$ cat config.mk
export PLATFORM = sky130hd
export DESIGN_NAME = neural_layer_engine
export DESIGN_NICKNAME = d
export VERILOG_FILES = /design/src/rtl/neural_layer_engine.sv
export SDC_FILE = /design/constraint.sdc
export NUM_CORES = 1
export LEC_CHECK = 0
export CAP_MARGIN = 15
export CORE_MARGIN = 1.5
export CORE_UTILIZATION = 45
export DETAILED_ROUTE_END_ITERATION = 7
export GPL_ROUTABILITY_DRIVEN = 0
export GPL_TIMING_DRIVEN = 0
export SLEW_MARGIN = 10
export SYNTH_ARGS = -nofsm -noshare
export SYNTH_HDL_FRONTEND = slang
export SYNTH_SLANG_ARGS = --single-unit
export TNS_END_PERCENT = 10
$ cat constraint.sdc
create_clock -name clk -period 14.65 [get_ports clk]
set_clock_uncertainty 0.1 [all_clocks]
set_input_delay 1.465 -clock clk [delete_from_list [all_inputs] [get_ports clk]]
set_output_delay 1.465 -clock clk [all_outputs]
set_load 0.03 [all_outputs]
$ cat src/rtl/neural_layer_engine.sv
// Fully-connected layer: N_IN signed inputs to N_OUT neurons through one time-shared MAC,
// then scale, saturate and (with NLE_RELU_EN defined) rectify. Default build is linear.
module neural_layer_engine #(
   parameter int DATA_W = 8,
   parameter int N_IN   = 4,
   parameter int N_OUT  = 4,
   parameter int ACC_W  = 20,
   parameter int FRAC_W = 4,
   localparam int DEPTH = N_OUT * (N_IN + 1),
   localparam int AW    = (DEPTH > 1) ? $clog2(DEPTH) : 1,
   localparam int OW    = (N_OUT > 1) ? $clog2(N_OUT) : 1
) (
   input  logic                     clk,
   input  logic                     reset,
   input  logic                     w_we,
   input  logic [AW-1:0]            w_addr,
   input  logic signed [DATA_W-1:0] w_data,
   input  logic                     in_valid,
   output logic                     in_ready,
   input  logic signed [DATA_W-1:0] in_data,
   output logic                     out_valid,
   input  logic                     out_ready,
   output logic signed [DATA_W-1:0] out_data,
   output logic [OW-1:0]            out_idx,
   output logic                     busy
);

   localparam int CW = (N_IN > 1) ? $clog2(N_IN) : 1;
   localparam int IW = $clog2(N_IN + 1);

   localparam logic [1:0] S_IDLE    = 2'd0;
   localparam logic [1:0] S_LOAD    = 2'd1;
   localparam logic [1:0] S_COMPUTE = 2'd2;
   localparam logic [1:0] S_EMIT    = 2'd3;

   localparam logic [AW:0]    DEPTH_L = (AW + 1)'(DEPTH);
   localparam logic [CW-1:0]  X_LAST  = CW'(N_IN - 1);
   localparam logic [IW-1:0]  I_LAST  = IW'(N_IN);
   localparam logic [OW-1:0]  J_LAST  = OW'(N_OUT - 1);

   localparam logic signed [DATA_W-1:0] OUT_MAX = {1'b0, {(DATA_W-1){1'b1}}};
   localparam logic signed [DATA_W-1:0] OUT_MIN = {1'b1, {(DATA_W-1){1'b0}}};
   localparam logic signed [ACC_W-1:0]  SAT_MAX = ACC_W'(OUT_MAX);
   localparam logic signed [ACC_W-1:0]  SAT_MIN = ACC_W'(OUT_MIN);

   logic [1:0]               state_q, state_d;
   logic [CW-1:0]            cnt_q, cnt_d;
   logic [IW-1:0]            i_q, i_d;
   logic [OW-1:0]            j_q, j_d;
   logic signed [ACC_W-1:0]  acc_q, acc_d;
   logic                     in_ready_q, in_ready_d;
   logic                     out_valid_q, out_valid_d;
   logic signed [DATA_W-1:0] out_data_q, out_data_d;
   logic [OW-1:0]            out_idx_q, out_idx_d;

   logic signed [DATA_W-1:0] mem_q  [DEPTH];
   logic signed [DATA_W-1:0] xbuf_q [N_IN];

   logic                       in_hs;
   logic [AW-1:0]              rd_addr;
   logic signed [DATA_W-1:0]   w_cur;
   logic signed [DATA_W-1:0]   x_cur;
   logic signed [2*DATA_W-1:0] prod;
   logic signed [ACC_W-1:0]    acc_mac;
   logic signed [ACC_W-1:0]    bias_sh;
   logic signed [ACC_W-1:0]    sum_s;
   logic signed [ACC_W-1:0]    r_s;
   logic signed [DATA_W-1:0]   sat_res;
   logic signed [DATA_W-1:0]   act_res;

   assign in_hs     = in_valid & in_ready_q;
   assign in_ready  = in_ready_q;
   assign out_valid = out_valid_q;
   assign out_data  = out_data_q;
   assign out_idx   = out_idx_q;
   assign busy      = (state_q != S_IDLE);

   // Weight/bias memory and input buffer carry no reset: contents survive a reset pulse.
   always_ff @(posedge clk) begin
      if (w_we && (state_q == S_IDLE) && ({1'b0, w_addr} < DEPTH_L)) begin
         mem_q[w_addr] <= w_data;
      end
   end

   always_ff @(posedge clk) begin
      if (in_hs) begin
         xbuf_q[cnt_q] <= in_data;
      end
   end

   // With i_q == N_IN the same address arithmetic lands on the neuron's bias word.
   always_comb begin
      rd_addr = AW'(int'(j_q) * (N_IN + 1) + int'(i_q));
      w_cur   = mem_q[rd_addr];
      x_cur   = '0;
      for (int unsigned k = 0; k < N_IN; k++) begin
         if (32'(i_q) == k) begin
            x_cur = xbuf_q[k];
         end
      end
      prod    = (2*DATA_W)'(x_cur) * (2*DATA_W)'(w_cur);
      acc_mac = acc_q + ACC_W'(prod);
      bias_sh = ACC_W'(w_cur) <<< FRAC_W;
      sum_s   = acc_q + bias_sh;
      r_s     = sum_s >>> FRAC_W;
      if (r_s > SAT_MAX) begin
         sat_res = OUT_MAX;
      end else if (r_s < SAT_MIN) begin
         sat_res = OUT_MIN;
      end else begin
         sat_res = r_s[DATA_W-1:0];
      end
`ifdef NLE_RELU_EN
      act_res = sat_res[DATA_W-1] ? '0 : sat_res;
`else
      act_res = sat_res;
`endif
   end

   always_comb begin
      state_d     = state_q;
      cnt_d       = cnt_q;
      i_d         = i_q;
      j_d         = j_q;
      acc_d       = acc_q;
      out_valid_d = out_valid_q;
      out_data_d  = out_data_q;
      out_idx_d   = out_idx_q;
      case (state_q)
         S_IDLE: begin
            if (in_hs) begin
               if (N_IN == 1) begin
                  state_d = S_COMPUTE;
                  j_d     = '0;
                  i_d     = '0;
                  acc_d   = '0;
               end else begin
                  state_d = S_LOAD;
                  cnt_d   = CW'(1);
               end
            end
         end
         S_LOAD: begin
            if (in_hs) begin
               if (cnt_q == X_LAST) begin
                  state_d = S_COMPUTE;
                  cnt_d   = '0;
                  j_d     = '0;
                  i_d     = '0;
                  acc_d   = '0;
               end else begin
                  cnt_d = cnt_q + CW'(1);
               end
            end
         end
         S_COMPUTE: begin
            if (i_q != I_LAST) begin
               acc_d = acc_mac;
               i_d   = i_q + IW'(1);
            end else begin
               out_data_d  = act_res;
               out_idx_d   = j_q;
               out_valid_d = 1'b1;
               state_d     = S_EMIT;
            end
         end
         default: begin
            if (out_ready) begin
               out_valid_d = 1'b0;
               if (j_q == J_LAST) begin
                  state_d = S_IDLE;
                  cnt_d   = '0;
               end else begin
                  state_d = S_COMPUTE;
                  j_d     = j_q + OW'(1);
                  i_d     = '0;
                  acc_d   = '0;
               end
            end
         end
      endcase
      in_ready_d = (state_d == S_IDLE) || (state_d == S_LOAD);
   end

   always_ff @(posedge clk or negedge reset) begin
      if (!reset) begin
         state_q     <= S_IDLE;
         cnt_q       <= '0;
         i_q         <= '0;
         j_q         <= '0;
         acc_q       <= '0;
         in_ready_q  <= 1'b0;
         out_valid_q <= 1'b0;
         out_data_q  <= '0;
         out_idx_q   <= '0;
      end else begin
         state_q     <= state_d;
         cnt_q       <= cnt_d;
         i_q         <= i_d;
         j_q         <= j_d;
         acc_q       <= acc_d;
         in_ready_q  <= in_ready_d;
         out_valid_q <= out_valid_d;
         out_data_q  <= out_data_d;
         out_idx_q   <= out_idx_d;
      end
   end

endmodule

==> results of run 1 <==
## flip-flops by register name (all words and copies together), names as in the netlist, 2 cells and up
| register | cells |
|---|---|
| state_q | 2 |
| xbuf_q | 32 |
| acc_q | 20 |
| cnt_q | 2 |
| out_idx | 2 |
| j_q | 2 |
| out_data | 8 |
| i_q | 3 |
| mem_q | 160 |
## worst min-delay path, stage by stage, from the launching register on
cell and delay [ns]:
dfrtp_1 0.34, nand2_1 0.05, nand2_1 0.05
## kinds of logic after synthesis
| kind of cell | synth area share (%) |
|---|---|
| adders and majority gates | 20.0 |
| and+or+nand+nor | 8.24 |
| DFF | 49.1 |
| buffers and inverters | 4.49 |
| AOI/OAI and AO/OA | 7.28 |
| xor gates and xnor gates | 1.69 |
| muxes | 9.14 |
## metrics by stage
stage               instance area (µm²)  setup slack [ns]  utilization (%)  hold slack, ns
finish                            15500              4.15             51.1           0.383
global route                      15500              3.54             51.1           0.406
CTS                               15500              4.07             51.1           0.388
detailed placement                14800              4.13             48.5           0.372
global placement                  14700              4.13             48.3           0.367
floorplan                         13800              6.27                -           0.366
## cells in the mapped netlist, drive strengths merged, types with 2 or more instances
cell type and n:
edfxtp 192, nand2b 9, xor2 9, o41ai 2, a21o 7, buf 9
a22o 19, xnor2 16, nand3b 2, nor2b 13, nor4 4, o21a 6
or3 5, ha 76, a211oi 7, or2 5, o32ai 7, a211o 5
or3b 2, mux2i 8, o31ai 5, and2 3, clkbuf 16, fa 91
inv 132, mux2 3, or4 2, nand2 80, a22oi 8, nor2 94
and3 6, o21ai 38, a21boi 2, dfrtp 41, o311ai 2, nand3 10
a21oi 30, mux4 48, nor3 13
## worst max path at each step
stage | start | to
floorplan | i_q[1] | acc_q[19]
global placement | i_q[1] | acc_q[19]
detailed placement | i_q[1] | acc_q[19]
CTS | i_q[1] | acc_q[19]
global route | j_q[1] | acc_q[19]
finish | i_q[1] | acc_q[19]
## routing by layer
layer / share of wire (%) / vias up / wire (µm)
li1: - / 3883 / -
met1: 45 / 4185 / 13500
met2: 50 / 135 / 14900
met3: 3.0 / 38 / 887
met4: 2.2 / 0 / 662
met5: 0 / - / 0
## cell type report
type                    instances  area share (%)
well taps                     396            3.19
plain buffers                  25           0.805
multi-input cells             652            41.5
flip-flops and latches        233            43.7
clock inverters                18           0.893
inverters                     132            3.19
repair buffers                 41            2.67
clock buffers                  28            4.10
==> out/qor.yml, run 1 <==
status: "completed"
r2r_slack_ns: 4.15
setup_tns_ns: 0
path_clk_slew_ns: 0.06
yosys.area.top_type: "edfxtp_1"
fmax_mhz: 95.2
timing.slew.headroom_pct: 21.2
io_buffers: 37
start_util_pct: 45.4
dp.cells: 1478
fin_crit_sh_pct: 71.7
cts_tree: "yes"
num_antenna_cells: 0
min_from: "out_idx[0]"
min_to: "out_idx[0]"
clk_latency_ns: 0.55
drtPass1Iterations: 5
ys_seq_elements: 233
core_area_um2: 30400
die_w_um: 178
rsz0062_at_grt: "no"
path_depth: 27
cap_viol_max_count: 0
antenna_found_initial: 0
die_area_um2: 31800
die_h_um: 178
yosysWarnings: 0
postSynthAreaPerCell_um2: 13.3
cp.arrival_ns: 10.80
clockBufferDepth: 3
post_drt_wl_per_cell_um: 19.6
synth_ff_type: "edfxtp_1"
worst_slew_pin_slew_ns: 1.18
clock_sinks: 233
reg2reg_to: "acc_q[19]"
critPathLaunchType: "register"
vias_per_cell: 5.40
layout_commonest_cell: "edfxtp_1"
hold_viol: 0
numCtsBuffers: 25
slowest_stage: "mux2i_1"
ys_top_cells_by_area: "edfxtp_1, fa_1, dfrtp_1, ha_1, mux4_2"
nNetsFinal: 1303
grt_pass1_wl_mm: 48.1
seq_area_frac_synth_pct: 49.1
post_cts_resized: 0
overflow: 0
clockRootBuffer: "clkbuf_16"
ctsHoldBuffers: 0
grt_use_met1_pct: 26.9
htreeDepth: 1
end_kind: "register"
ff_latch_area_um2: 6790
final_cell_mix: "edfxtp_1, inv_1, nor2_1, fa_1, nand2_1"
reg2regPathDepth: 27
period_needed_ns: 10.50
syn_area_um2: 13800
drcViolationCount: 0
synthDistinctLibCells: 63
grt_max_degree: 28
crit_type: "register to register"
setup_violations: 0
area_growth_pct: 12.4
path_buf_inv: 7
multi_input_area_um2: 6450
drt_iter0_markers: 553
synth_top_area_share_pct: 41.7
cpPeakStageDelay_ns: 0.91
postSynthCellCount: 1042
drt_wl_total_mm: 30.0
synth_edf_count: 192
met2_usage_pct: 34.4
ios: 39
crit_required_ns: 14.95
post_cts_buffers: 0
grt_pass1_vias: 8616
grt_usage_pct: 19.8
crit_fanout: 10
drive_above_1_share_pct: 9.03
num-fill-cells: 2621
cpLargestDelayFamily: "adder cells"
grt_use_met3_pct: 2.28
min_path_cells: 2
r2r_start: "i_q[1]"
hpwlAfterDp_mm: 22.7
num_vias: 8241
top_usage_layer: "met2"
maxSlewViolCount: 0
fp-row-count: 64
ant_nets: 0
cpMostUsedCell: "fa_1"
layoutNonFillerInstCount: 1525
syn_nets: 1235
hp-class: "register to register"
synthArstFlopShare_pct: 17.6
Power of run 1 is left out: the tool's default activity adds up to more than one toggle a clock period on the data nets, which glitch-free logic cannot reach.
==> run 2, diff against run 1 <==
clock period = 8.97 ns   (was 14.65 ns; I/O delays follow)
==> run 2 against run 1 <==
Final cell count is 0.46% higher. Critical endpoint unchanged. Maximum frequency up 23%. Routed wire length up 0.11%. Critical path type unchanged. Sequential share of layout area decreased by 0.48 points.
==> out/qor.yml, run 2 (synthesis gave the netlist of run 1 again) <==
reg2reg_to: "acc_q[19]"
drt_wl_total_mm: 30.0  # +0.11%
io_buffers: 37  # unchanged
antenna_found_initial: 0  # unchanged
layoutNonFillerInstCount: 1532  # +0.46%
final_cell_mix: "edfxtp_1, inv_1, nor2_1, fa_1, nand2_1"
cts_tree: "yes"
nNetsFinal: 1310  # +0.54%
timing.slew.headroom_pct: 22.1  # +0.96 points
post_drt_wl_per_cell_um: 19.6  # -0.35%
grt_pass1_vias: 8617  # +0.012%
fp-row-count: 64  # unchanged
drtPass1Iterations: 5  # unchanged
rsz0062_at_grt: "no"
setup_tns_ns: 0  # unchanged
die_area_um2: 31800  # unchanged
clock_sinks: 233  # unchanged
top_register: "mem_q"
dp.cells: 1478  # unchanged
largest_register_ffs: 160  # unchanged
ant_nets: 0  # unchanged
area_growth_pct: 13.7
hpwlAfterDp_mm: 22.7  # unchanged
layout_commonest_cell: "edfxtp_1"
grt_max_degree: 28  # unchanged
clockBufferDepth: 3  # unchanged
maxSlewViolCount: 0  # unchanged
r2r_start: "i_q[1]"
r2r_slack_ns: 0.44  # -3.71 ns
ios: 39  # unchanged
vias_per_cell: 5.41  # about the same
num_antenna_cells: 0  # unchanged
crit_type: "register to register"
grt_usage_pct: 19.8  # -0.035 points
grt_pass1_wl_mm: 48.0  # about the same
path_clk_slew_ns: 0.06  # about the same
worst_slew_pin_slew_ns: 1.17  # -0.0145 ns
status: "completed"
overflow: 0  # unchanged
num_vias: 8287  # +0.56%
fmax_mhz: 117  # +23%
crit_required_ns: 9.27  # -5.68 ns
start_util_pct: 45.4  # unchanged
cp.arrival_ns: 8.83  # -1.97 ns
drt_iter0_markers: 597  # +8.0%
setup_violations: 0  # unchanged
period_needed_ns: 8.53  # -1.97 ns
fin_crit_sh_pct: 95.1  # +23 points
reg2regPathDepth: 25  # -7.4%
drcViolationCount: 0  # unchanged
hold_viol: 0  # unchanged
clk_latency_ns: 0.55  # about the same
reg.largest.list: "mem_q x160, xbuf_q x32, acc_q x20"
end_kind: "register"
num-fill-cells: 2596  # -0.95%
numCtsBuffers: 25  # unchanged
htreeDepth: 1  # unchanged
core_area_um2: 30400  # unchanged
hold_ws_ns: 0.170  # -0.213 ns
crit_fanout: 8  # -2
die_w_um: 178  # unchanged
die_h_um: 178  # unchanged
clockRootBuffer: "clkbuf_16"
drive_above_1_share_pct: 10.8  # +1.8 points
cap_viol_max_count: 0  # unchanged
hp-class: "input port to async pin"
critPathLaunchType: "register"
[run 2: cell count changes in the layout (fill, tap and decap cells not counted), sizes merged]
cell	delta
buf	+6
clkinvlp	+1
clkbuf	+1
inv	-1
[run 2: cell type report]
| cell class | count | area, µm² | share of cell area [%] |
|---|---|---|---|
| clock buffers | 28 | 637 | 4.05 |
| clock inverters | 18 | 139 | 0.884 |
| flip-flops and latches | 233 | 6790 | 43.2 |
| multi-input cells | 652 | 6550 | 41.7 |
| repair buffers | 49 | 475 | 3.02 |
| plain buffers | 24 | 133 | 0.844 |
| well taps | 396 | 495 | 3.15 |
| inverters | 132 | 499 | 3.18 |
[run 2: worst max path at each step]
| stage | from | to | slack [ns] | cells after the start |
|---|---|---|---|---|
| final | i_q[1] | acc_q[19] | 0.44 | 25 |
| after detailed placement | i_q[1] | acc_q[19] | -1.55 | 27 |
| after global routing | j_q[1] | acc_q[19] | 0.01 | 25 |
| after global placement | i_q[1] | acc_q[19] | -1.55 | 27 |
| after CTS | i_q[1] | acc_q[19] | 0.02 | 26 |
| after floorplan | i_q[1] | acc_q[19] | 0.59 | 24 |
[run 2: what timing repair did]
item                                    CTS  global route
endpoints found under the hold margin     0             0
buffers inserted                          2             7
gates resized for setup                  15            10
hold buffers                              0             0
endpoints found under the setup margin   12             2
gates cloned                              0             0
[run 2: layer usage]
metal,wire [µm],global-route usage [%]
met2,14900,34.2
met1,13500,26.9
met3,1000,2.28
met5,0,0
met4,650,4.58
[run 2: worst max-delay path, stage by stage, from the launching register on]
cell	delay, ns
dfrtp_1	0.44
ha_1	0.34
ha_4	0.13
inv_1	0.05
fa_1	0.50
xor2_4	0.44
mux4_2	0.61
mux2i_2	0.55
inv_1	0.23
nand2b_1	0.19
inv_1	0.10
fa_1	0.49
inv_1	0.37
fa_1	0.46
inv_1	0.08
fa_1	0.45
fa_1	0.50
ha_1	0.30
ha_1	0.36
and4b_1	0.23
a211oi_2	0.35
a211oi_1	0.18
o31ai_2	0.31
mux2_2	0.38
nand3_1	0.07
o311ai_0	0.14
[run 2: metrics by stage]
stage	util [%]	setup WS [ns]	area [µm²]
6_report	51.7	0.444	15700
5_1_grt	51.7	0.0125	15700
4_1_cts	51.3	0.0157	15600
3_5_place_dp	48.5	-1.55	14800
3_3_place_gp	48.3	-1.55	14700
2_1_floorplan	-	0.589	13800
Power of run 2 is left out for the same reason.
==> run 3, diff against run 2 <==
ABC_AREA = 1   (was not set)
==> run 3 against run 2 <==
Worst setup slack improved by 0.12 ns. Cell area increased by 2.1%. Flip-flop and latch count unchanged. Maximum frequency up 1.4%. Utilization down 0.53 points. First-iteration DRC count is 42% higher. Die area up 3.1%. Sequential share of layout area down 0.89 points. Non-clock buffer count grew 3. Via count is 23% higher. Final cell count is 25% higher. Count of clock-buffer cells in the layout up 7.
==> out/qor.yml, run 3 <==
status: "completed"
grt_usage_pct: 22.2  # +2.4 points
start_util_pct: 45.4  # about the same
synthArstFlopShare_pct: 17.6  # unchanged
cpMostUsedCell: "nand2_1"
synth_compound_area_share_pct: 8.41  # +1.1 points
die_w_um: 181  # +1.5%
slowest_stage: "fa_1"
num-fill-cells: 2827  # +8.9%
drive_above_1_share_pct: 6.97  # -3.9 points
path_clk_slew_ns: 0.07  # about the same
postSynthCellCount: 1430  # +37%
syn_area_um2: 14300  # +3.2%
final_cell_mix: "nand2_1, inv_1, edfxtp_1, nor2_1, a21oi_1"
hold_ws_ns: 0.236  # +0.0662 ns
cpPeakStageDelay_ns: 0.79  # +0.18 ns
die_area_um2: 32800  # +3.1%
synth_top_area_share_pct: 40.4  # -1.3 points
maxSlewViolCount: 0  # unchanged
core_area_um2: 31400  # +3.2%
ys_seq_elements: 233  # unchanged
vias_per_cell: 5.31  # -1.8%
area_growth_pct: 12.5
fin_crit_sh_pct: 93.7  # -1.3 points
num_antenna_cells: 0  # unchanged
yosysWarnings: 0  # unchanged
num_vias: 10200  # +23%
drcViolationCount: 0  # unchanged
crit_fanout: 10  # +2
synthDistinctLibCells: 47  # -25%
clockBufferDepth: 3  # unchanged
synth_ff_type: "edfxtp_1"
numCtsBuffers: 27  # +8.0%
htreeDepth: 1  # unchanged
timing.slew.headroom_pct: 30.7  # +8.6 points
cp.arrival_ns: 8.73  # -0.10 ns
yosys.area.top_type: "edfxtp_1"
ys_top_cells_by_area: "edfxtp_1, fa_1, nand2_1, dfrtp_1, ha_1"
drt_iter0_markers: 849  # +42%
clock_sinks: 233  # unchanged
ff_latch_area_um2: 6790  # unchanged
synth-xor-area-share_pct: 1.24  # -0.46 points
layout_commonest_cell: "nand2_1"
crit_type: "register to register"
overflow: 0  # unchanged
post_drt_wl_per_cell_um: 18.3  # -6.5%
critPathLaunchType: "register"
nNetsFinal: 1693  # +29%
hold_viol: 0  # unchanged
clk_latency_ns: 0.55  # about the same
drtPass1Iterations: 5  # unchanged
drt_wl_total_mm: 35.2  # +17%
fmax_mhz: 119  # +1.4%
grt_pass1_vias: 10300  # +19%
multi_input_area_um2: 6470  # -1.1%
fp-row-count: 65  # +1.6%
period_needed_ns: 8.41  # -0.121 ns
synth_top_family_by_area: "adder cells"
reg2regPathDepth: 31  # +24%
dp.cells: 1873  # +27%
syn_nets: 1623  # +31%
cap_viol_max_count: 0  # unchanged
hp-class: "input port to async pin"
clockRootBuffer: "clkbuf_16"
top_register: "mem_q"
antenna_found_initial: 0  # unchanged
layoutNonFillerInstCount: 1922  # +25%
final_util_pct: 51.1  # -0.53 points
hpwlAfterDp_mm: 26.1  # +15%
reg.largest.list: "mem_q x160, xbuf_q x32, acc_q x20"
grt_max_degree: 24  # -14%
seq_area_frac_synth_pct: 47.6  # -1.5 points
die_h_um: 181  # +1.5%
postSynthAreaPerCell_um2: 9.98  # -25%
end_kind: "register"
worst_slew_pin_slew_ns: 1.03  # -0.140 ns
setup_violations: 0  # unchanged
synth.area.mux_share_pct: 0  # -9.1 points
io_buffers: 38  # +2.7%
synth_edf_count: 192  # unchanged
yosysMostFrequentCell: "nand2_1"
crit_required_ns: 9.29  # +0.02 ns
rsz0062_at_grt: "no"
ant_nets: 0  # unchanged
largest_register_ffs: 160  # unchanged
synth.top_cells.by_count: "nand2_1, inv_1, edfxtp_1, nor2_1, a21oi_1"
synthAdderAreaFrac_pct: 19.4  # -0.62 points
cts_tree: "yes"
synthSimpleGateAreaFrac_pct: 16.3  # +8.0 points
ios: 39  # unchanged
grt_pass1_wl_mm: 56.7  # +18%
-- run 3: cell count changes in the layout (fill, tap and decap cells not counted), moves of 21 or more --
cell     previous run  this run
inv_1             131       202
a21oi_1            30       100
mux4_2             33         0
nand2_1            80       345
nand3_1            10        69
buf_2               3        24
-- run 3: worst paths after layout --
path,from,end,slack (ns)
setup reg to reg,j_q[1],acc_q[19],0.56
max in group asynchronous,reset,cnt_q[1],8.00
hold / removal,reset,out_data[4],0.24
min in group clk,out_idx[0],out_idx[0],0.38
hold reg to reg,out_idx[0],out_idx[0],0.38
setup / recovery,j_q[1],acc_q[19],0.56
-- run 3: repair_timing --
item | in CTS | in global routing
setup endpoints to repair | 0 | 3
gates resized for setup | 0 | 2
buffers inserted | 0 | 0
hold buffers | 0 | 0
-- run 3: per-stage QoR --
step	setup TNS, ns	worst slack, ns	area, µm²
5_1_grt	0	0.112	16000
2_1_floorplan	0	1.41	14300
3_5_place_dp	0	0.449	15200
4_1_cts	0	0.343	16000
6_report	0	0.565	16000
3_3_place_gp	-0.473	-0.209	15200
-- run 3: cells by family (layout without fill, tap and decap cells) --
family	after synthesis	after routing
AO/OA/AOI/OAI	201	201
XOR/XNOR	18	18
adder cells (fa/ha/maj)	167	167
buffers and inverters	253	343
flip-flops	233	233
AND/OR/NAND/NOR	558	558
-- run 3: cell type report --
type                       instances  area share, %
multi-input combinational        944           40.3
inverter                         218           5.13
sequential                       233           42.3
clock inverter                    14          0.936
timing repair buffer              41           2.60
clock buffer                      35           4.40
tap                              402           3.13
buffer                            35           1.14
-- run 3: critical path: cells and delay by family (launching register included) --
kind                       cells  cell delay [ns]
adders and majority gates      9             4.27
AOI/OAI and AO/OA              5             1.20
and+or+nand+nor               10             1.19
buffers and inverters          7             1.05
DFF                            1             0.45
-- run 3: per-layer routing --
layer	vias up	GRT usage (%)	part of all wire [%]
met5	-	0	0
met4	0	5.47	1.8
met3	41	2.36	5.2
met2	286	35.0	46
met1	5004	33.0	47
li1	4878	-	-
Power of run 3 is left out for the same reason.
